==> src/rtl/axis_seq_pkg.sv <==
// Shared definitions for the input-pipe sequencer: state codes, stream indices and the beat-count
// type used by the per-stream gate counters.
package axis_seq_pkg;

  localparam int unsigned BITS_BEATS_DEF = 20;

  localparam logic [1:0] StIdle  = 2'd0;
  localparam logic [1:0] StRun   = 2'd1;
  localparam logic [1:0] StDrain = 2'd2;
  localparam logic [1:0] StNext  = 2'd3;

  localparam int unsigned S_PIX1    = 0;
  localparam int unsigned S_PIX2    = 1;
  localparam int unsigned S_W       = 2;
  localparam int unsigned N_STREAMS = 3;

  // One bit wider than the command beat field so beats+1 (config beat) always fits.
  typedef logic [BITS_BEATS_DEF:0] beat_cnt_t;

endpackage

==> src/rtl/axis_beat_gate.sv <==
// Per-stream beat counter: raises the stream gate until the latched target is reached and flags
// any handshake whose tlast disagrees with the counted position.
module axis_beat_gate #(
  parameter int unsigned BITS_BEATS = 20
) (
  input  logic                clk_i,
  input  logic                rst_ni,
  input  logic                clear_i,
  input  logic                run_i,
  input  logic [BITS_BEATS:0] target_i,
  input  logic                hs_i,
  input  logic                tlast_i,
  output logic                gate_o,
  output logic                complete_o,
  output logic                tlast_err_o
);

  localparam logic [BITS_BEATS:0] BeatOne = {{BITS_BEATS{1'b0}}, 1'b1};

  logic [BITS_BEATS:0] cnt_q, cnt_d;
  logic                below;
  logic                beat;

  assign below      = cnt_q < target_i;
  assign gate_o     = run_i & below;
  assign complete_o = ~below;
  assign beat       = hs_i & gate_o;
  // A zero target never opens the gate, so target-1 is only evaluated when it is meaningful.
  assign tlast_err_o = beat & (tlast_i != (cnt_q == (target_i - BeatOne)));

  always_comb begin
    cnt_d = cnt_q;
    if (clear_i) begin
      cnt_d = '0;
    end else if (beat) begin
      cnt_d = cnt_q + BeatOne;
    end
  end

  always_ff @(posedge clk_i or negedge rst_ni) begin
    if (!rst_ni) begin
      cnt_q <= '0;
    end else begin
      cnt_q <= cnt_d;
    end
  end

endmodule

==> src/rtl/axis_input_pipe_seq.sv <==
// Per-layer sequencer gating the pixels_1/pixels_2/weights streams into the input pipe for N
// iterations. Define AXIS_INPUT_SEQ_TIMEOUT_EN to add the cfg_timeout/err_timeout watchdog.
module axis_input_pipe_seq
  import axis_seq_pkg::*;
#(
  parameter int unsigned BITS_BEATS = BITS_BEATS_DEF,
  parameter int unsigned BITS_ITERS = 8
`ifdef AXIS_INPUT_SEQ_TIMEOUT_EN
  ,
  parameter int unsigned BITS_TIMEOUT = 16
`endif
) (
  input  logic                    aclk,
  input  logic                    aresetn,
  input  logic                    cmd_valid,
  output logic                    cmd_ready,
  input  logic                    cmd_is_max,
  input  logic [BITS_BEATS-1:0]   cmd_beats_im,
  input  logic [BITS_BEATS-1:0]   cmd_beats_w,
  input  logic [BITS_ITERS-1:0]   cmd_iters,
  input  logic                    pix1_hs,
  input  logic                    pix2_hs,
  input  logic                    w_hs,
  input  logic                    pix1_tlast,
  input  logic                    pix2_tlast,
  input  logic                    w_tlast,
  input  logic                    m_hs,
  input  logic                    m_tlast,
`ifdef AXIS_INPUT_SEQ_TIMEOUT_EN
  input  logic [BITS_TIMEOUT-1:0] cfg_timeout,
  output logic                    err_timeout,
`endif
  output logic                    gate_pix1,
  output logic                    gate_pix2,
  output logic                    gate_w,
  output logic                    busy,
  output logic                    done,
  output logic                    err_tlast
);

  localparam logic [BITS_BEATS:0]   BeatOne = {{BITS_BEATS{1'b0}}, 1'b1};
  localparam logic [BITS_ITERS-1:0] IterOne = {{(BITS_ITERS-1){1'b0}}, 1'b1};

  logic [1:0]                          state_q, state_d;
  logic [N_STREAMS-1:0][BITS_BEATS:0]  tgt_q, tgt_d;
  logic [BITS_ITERS-1:0]               iters_q, iters_d, iter_q, iter_d, iter_inc;
  logic                                seen_q, seen_d, err_q, err_d;
  logic [N_STREAMS-1:0]                hs, tlast, gate, cmpl, terr;
  logic                                accept, run, clear, mlast, timeout_hit;

  assign hs[S_PIX1]    = pix1_hs;
  assign hs[S_PIX2]    = pix2_hs;
  assign hs[S_W]       = w_hs;
  assign tlast[S_PIX1] = pix1_tlast;
  assign tlast[S_PIX2] = pix2_tlast;
  assign tlast[S_W]    = w_tlast;

  assign accept   = cmd_valid & (state_q == StIdle);
  assign run      = state_q == StRun;
  assign clear    = accept | (state_q == StNext);
  assign mlast    = m_hs & m_tlast;
  assign iter_inc = iter_q + IterOne;

  for (genvar i = 0; i < N_STREAMS; i++) begin : g_gate
    axis_beat_gate #(
      .BITS_BEATS(BITS_BEATS)
    ) u_gate (
      .clk_i      (aclk),
      .rst_ni     (aresetn),
      .clear_i    (clear),
      .run_i      (run),
      .target_i   (tgt_q[i]),
      .hs_i       (hs[i]),
      .tlast_i    (tlast[i]),
      .gate_o     (gate[i]),
      .complete_o (cmpl[i]),
      .tlast_err_o(terr[i])
    );
  end

  assign gate_pix1 = gate[S_PIX1];
  assign gate_pix2 = gate[S_PIX2];
  assign gate_w    = gate[S_W];
  assign cmd_ready = state_q == StIdle;
  assign busy      = state_q != StIdle;
  assign done      = (state_q == StNext) & (iter_inc == iters_q);
  assign err_tlast = err_q;

  always_comb begin
    state_d = state_q;
    tgt_d   = tgt_q;
    iters_d = iters_q;
    iter_d  = iter_q;
    seen_d  = seen_q;
    err_d   = err_q | (|terr);
    unique case (state_q)
      StIdle: begin
        if (accept) begin
          tgt_d[S_PIX1] = {1'b0, cmd_beats_im} + BeatOne;
          tgt_d[S_PIX2] = cmd_is_max ? {1'b0, cmd_beats_im} : '0;
          tgt_d[S_W]    = {1'b0, cmd_beats_w};
          iters_d       = (cmd_iters == '0) ? IterOne : cmd_iters;
          iter_d        = '0;
          seen_d        = 1'b0;
          err_d         = 1'b0;
          state_d       = StRun;
        end
      end
      StRun: begin
        if (mlast) seen_d = 1'b1;
        if (&cmpl) state_d = StDrain;
      end
      StDrain: begin
        if (seen_q | mlast) state_d = StNext;
      end
      StNext: begin
        seen_d  = 1'b0;
        iter_d  = iter_inc;
        state_d = (iter_inc == iters_q) ? StIdle : StRun;
      end
      default: state_d = StIdle;
    endcase
    if (timeout_hit) state_d = StIdle;
  end

  always_ff @(posedge aclk or negedge aresetn) begin
    if (!aresetn) begin
      state_q <= StIdle;
      tgt_q   <= '0;
      iters_q <= '0;
      iter_q  <= '0;
      seen_q  <= 1'b0;
      err_q   <= 1'b0;
    end else begin
      state_q <= state_d;
      tgt_q   <= tgt_d;
      iters_q <= iters_d;
      iter_q  <= iter_d;
      seen_q  <= seen_d;
      err_q   <= err_d;
    end
  end

`ifdef AXIS_INPUT_SEQ_TIMEOUT_EN
  localparam logic [BITS_TIMEOUT-1:0] WdOne = {{(BITS_TIMEOUT-1){1'b0}}, 1'b1};

  logic [BITS_TIMEOUT-1:0] wd_q, wd_d, wd_inc;
  logic                    wd_active, wd_armed, err_to_q, err_to_d;

  // No gate masking is needed on expiry: a timeout cycle by definition carries no handshake.
  assign wd_active   = (|hs) | m_hs;
  assign wd_armed    = (state_q == StRun) | (state_q == StDrain);
  assign wd_inc      = wd_q + WdOne;
  assign timeout_hit = wd_armed & ~wd_active & (wd_inc == cfg_timeout);
  assign err_timeout = err_to_q;

  always_comb begin
    wd_d     = wd_inc;
    err_to_d = err_to_q;
    if (!wd_armed || wd_active || timeout_hit) wd_d = '0;
    if (timeout_hit) err_to_d = 1'b1;
    if (accept) err_to_d = 1'b0;
  end

  always_ff @(posedge aclk or negedge aresetn) begin
    if (!aresetn) begin
      wd_q     <= '0;
      err_to_q <= 1'b0;
    end else begin
      wd_q     <= wd_d;
      err_to_q <= err_to_d;
    end
  end
`else
  assign timeout_hit = 1'b0;
`endif

endmodule
==> config.mk <==
export PLATFORM = sky130hd
export DESIGN_NAME = axis_input_pipe_seq
export DESIGN_NICKNAME = d
export VERILOG_FILES = /design/src/rtl/axis_seq_pkg.sv /design/src/rtl/axis_beat_gate.sv /design/src/rtl/axis_input_pipe_seq.sv
export SDC_FILE = /design/constraint.sdc
export NUM_CORES = 1
export LEC_CHECK = 0
export ABC_AREA = 1
export CAP_MARGIN = 20
export CORE_UTILIZATION = 30
export DETAILED_ROUTE_END_ITERATION = 16
export GPL_TIMING_DRIVEN = 1
export SYNTH_ARGS = -nofsm -noshare
export SYNTH_HDL_FRONTEND = slang
export SYNTH_SLANG_ARGS = --single-unit
==> constraint.sdc <==
create_clock -name aclk -period 2.5 [get_ports aclk]
set_input_delay 0.5 -clock aclk [delete_from_list [all_inputs] [get_ports aclk]]
set_output_delay 0.5 -clock aclk [all_outputs]
set_load 0.01 [all_outputs]
==> out/qor.yml <==
detailed_routing:
  dr_wl_met3_um: 1620
  dr.max_layer_used: "met4"
  final_antenna_net_count: 0
  finalWirelength_um: 37000
  dr.pass1.iters: 5
  via_per_inst: 4.90
  wl_met1_um: 16500
  drt_iter0_drc: 824
  vias: 12200
  drc: 0
  routedWlPerCell_um: 14.9
  route.met2.wl_um: 17700
sta:
  fmax_ghz: 0.384
  tightest_slew_ns: 0.623
  final_max_slew_viol_count: 0
  rsz0062_at_grt: "true"
  finalWorstSetupSlack_ns: -0.102
  fin_skew_ns: 0.00984
  final-setup-viol-count: 3
  post-route-min-period_ns: 2.60
  relSlewSlack_pct: 58.2
  fin_crit_sh_pct: 104
  hold_viol: 0
final_layout:
  design_area_um2: 15700
  stdcell_count: 2482
  diodes: 0
  syn2layout_area_growth_pct: 36.2
  fin_nets: 2091
  drive_gt1_share_pct: 22.0
  utilization_pct: 41.7
  fillCellCount: 3811
power_and_ir_drop:
  irDropWorstVdd_v: 0.000629
  combPwrFrac_pct: 61.9
  p_seq_share_pct: 21.5
  power_density_nw_per_um2: 999
  internal_power_mw: 8.45
  p_clk_share_pct: 16.5
  power_leakage_nw: 7.24
  switchingPower_mw: 7.27
  swShare_pct: 46.2
placed_design:
  place_hpwl_um: 29200
  globalplace.congestion: 0.928
  dpl_cell_area_um2: 14400
  dp_cells: 2427
  portBuffers: 66
setup_path:
  worstSetupPathType: "reg2out"
  arrival_ns: 2.10
  cp_data_required_time_ns: 2.00
  cp_max_fo: 3
  startpoint_type: "flip-flop"
  worstSetupEndpointType: "output port"
clock_network:
  ctsHtreeMaxLevel: 4
  root_buffer: "clkbuf_16"
  numCtsBuffers: 17
  clkTransAtPathRegs_ns: 0.07
  clock-sinks: 144
  clk_latency_ns: 0.44
  cts_tree: "built"
  clockBufferDepth: 2
status:
  status: "complete, but fails checks"
  violations: "negative setup slack"
logic_synthesis:
  syn_inst: 1664
  synth_cell_types: 46
  synth_nets: 1797
  yosysSeqAreaShare_pct: 31.2
  yosys.area.top_type: "dfrtp_1"
  ys_warn_count: 0
  syn_area_um2: 11600
  synth.cells.most_frequent: "nand2_1, inv_1, nor2_1, dfrtp_1, nand3_1"
  ys_async_sr_fraction_pct: 100
  synthFlopType: "dfrtp_1"
  ys_ff_latch: 144
  synth_top_area_share_pct: 31.2
  synth.area.top_cells: "dfrtp_1, nand2_1, ha_1, inv_1, nand3_1"
  synth_edf_count: 0
  syn_area_per_cell_um2: 6.95
  synth.most_common_cell: "nand2_1"
floorplan:
  fp.dieW_um: 198
  fp-row-count: 71
  core_um2: 37800
  die_area_um2: 39300
  start_util_pct: 30.6
  fp.dieH_um: 198
  ios: 67
global_route:
  track_usage_pct: 19.0
  antenna_found_initial: 0
  grt_pass1_wl_um: 59000
  grt_max_degree: 108
  grt_pass1_vias: 11800
  gr-total-overflow: 0
hold_path:
  hp-class: "in2async"
run:
  cap_viol_max_count: 0
-- flip-flops by register name (all words and copies together) (netlist names) --
signal               cells
g_gate.u_gate.cnt_q     63
iters_q                  8
seen_q                   1
err_tlast                1
iter_q                   8
tgt_q                   61
state_q                  2
-- layout make-up --
type                    instances  area (um2)  area share, %
clock buffers                  17         425           2.70
clock inverters                15         166           1.06
inverters                     207         777           4.94
multi-input cells            1283        7590           48.2
flip-flops and latches        144        3600           22.9
well taps                     511         639           4.06
repair buffers                305        2540           16.1
-- critical path, stage by stage, from the launching register on --
cell and delay, ns:
dfrtp_1 0.40, buf_6 0.12, nand4_1 0.13, nor2_2 0.17
xor2_1 0.15, buf_4 0.14, xor2_1 0.14, nand4_1 0.15
nor2_1 0.12, buf_2 0.14
-- per-layer routing --
metal | up-vias | track usage [%]
met5 | - | 0
met4 | 0 | 7.29
met3 | 63 | 2.49
met2 | 272 | 32.4
met1 | 5696 | 24.4
li1 | 6126 | -
-- kinds of logic after synthesis --
family | after synthesis | share of synthesized area, %
adders and majority gates | 73 | 7.90
DFF | 144 | 31.2
buffers and inverters | 238 | 7.89
AOI/OAI and AO/OA | 231 | 11.1
and+or+nand+nor | 900 | 35.8
xor gates and xnor gates | 78 | 6.16
-- power by group through the flow --
stage | Sequential [mW] | Clock (mW) | Combinational [mW]
final | 3.39 | 2.60 | 9.73
after global routing | 3.47 | 2.74 | 10.8
after CTS | 3.37 | 2.66 | 9.14
after detailed placement | 3.39 | 0 | 8.86
after global placement | 3.38 | 0 | 8.72
after floorplan | 3.54 | 0 | 5.10
-- timing repair --
| action | 4_1_cts | 5_1_grt |
|---|---|---|
| endpoints found under the hold margin | 0 | 0 |
| resized for setup | 53 | 77 |
| endpoints found under the setup margin | 25 | 28 |
| gates cloned | 0 | 1 |
| pin swaps | 22 | 35 |
| setup buffers | 12 | 16 |
| hold buffers | 0 | 0 |
-- placed cells by master (no fill, tap or decap), types with 7 or more instances in the layout --
cell             instances
nand2_1                399
buf_4                  231
inv_1                  176
nor2_1                 173
dfrtp_1                143
nand3_1                131
o21ai_0                100
clkdlybuf4s50_1         61
xor2_1                  54
ha_1                    51
nand4_1                 50
a21oi_1                 45
nor3_1                  35
inv_2                   29
o31ai_1                 29
xnor2_1                 20
ha_4                    20
nand2_2                 19
nor2_2                  18
o21ai_1                 17
clkbuf_16               17
a21oi_2                 14
nor2_4                  11
nand3_2                 11
o22ai_1                 11
nor4_1                  10
nand3b_1                 9
buf_12                   7
-- final timing paths --
| path | start | endpoint | slack (ns) | depth (start not counted) |
|---|---|---|---|---|
| worst max-delay path | iter_q[0]$_DFFE_PN0P_ | done | -0.10 | 9 |
| worst min-delay path | aresetn | g_gate[0].u_gate.cnt_q[2]$_DFFE_PN0P_ | 0.04 | 1 |
| worst max register to register | g_gate[2].u_gate.cnt_q[19]$_DFFE_PN0P_ | state_q[1]$_DFFE_PN0P_ | 0.11 | 13 |
| worst min register to register | iters_q[6]$_DFFE_PN0P_ | iters_q[6]$_DFFE_PN0P_ | 0.51 | 2 |
| max in group asynchronous | aresetn | g_gate[2].u_gate.cnt_q[20]$_DFFE_PN0P_ | 1.79 | 2 |
| min in group aclk | iters_q[6]$_DFFE_PN0P_ | iters_q[6]$_DFFE_PN0P_ | 0.51 | 2 |
-- through the flow --
| stage | setup TNS [ns] | setup slack [ns] | hold slack (ns) | power, mW |
|---|---|---|---|---|
| after CTS | -0.332 | -0.170 | 0.0656 | 15.2 |
| after global placement | -1.99 | -0.311 | 0.487 | 12.1 |
| after detailed placement | -2.77 | -0.322 | 0.490 | 12.3 |
| after floorplan | 0 | 0.396 | 0.204 | 8.64 |
| final | -0.207 | -0.102 | 0.0421 | 15.7 |
| after global routing | -0.612 | -0.239 | 0.0888 | 17.0 |
Note: power is estimated with default switching activity, not from simulation.
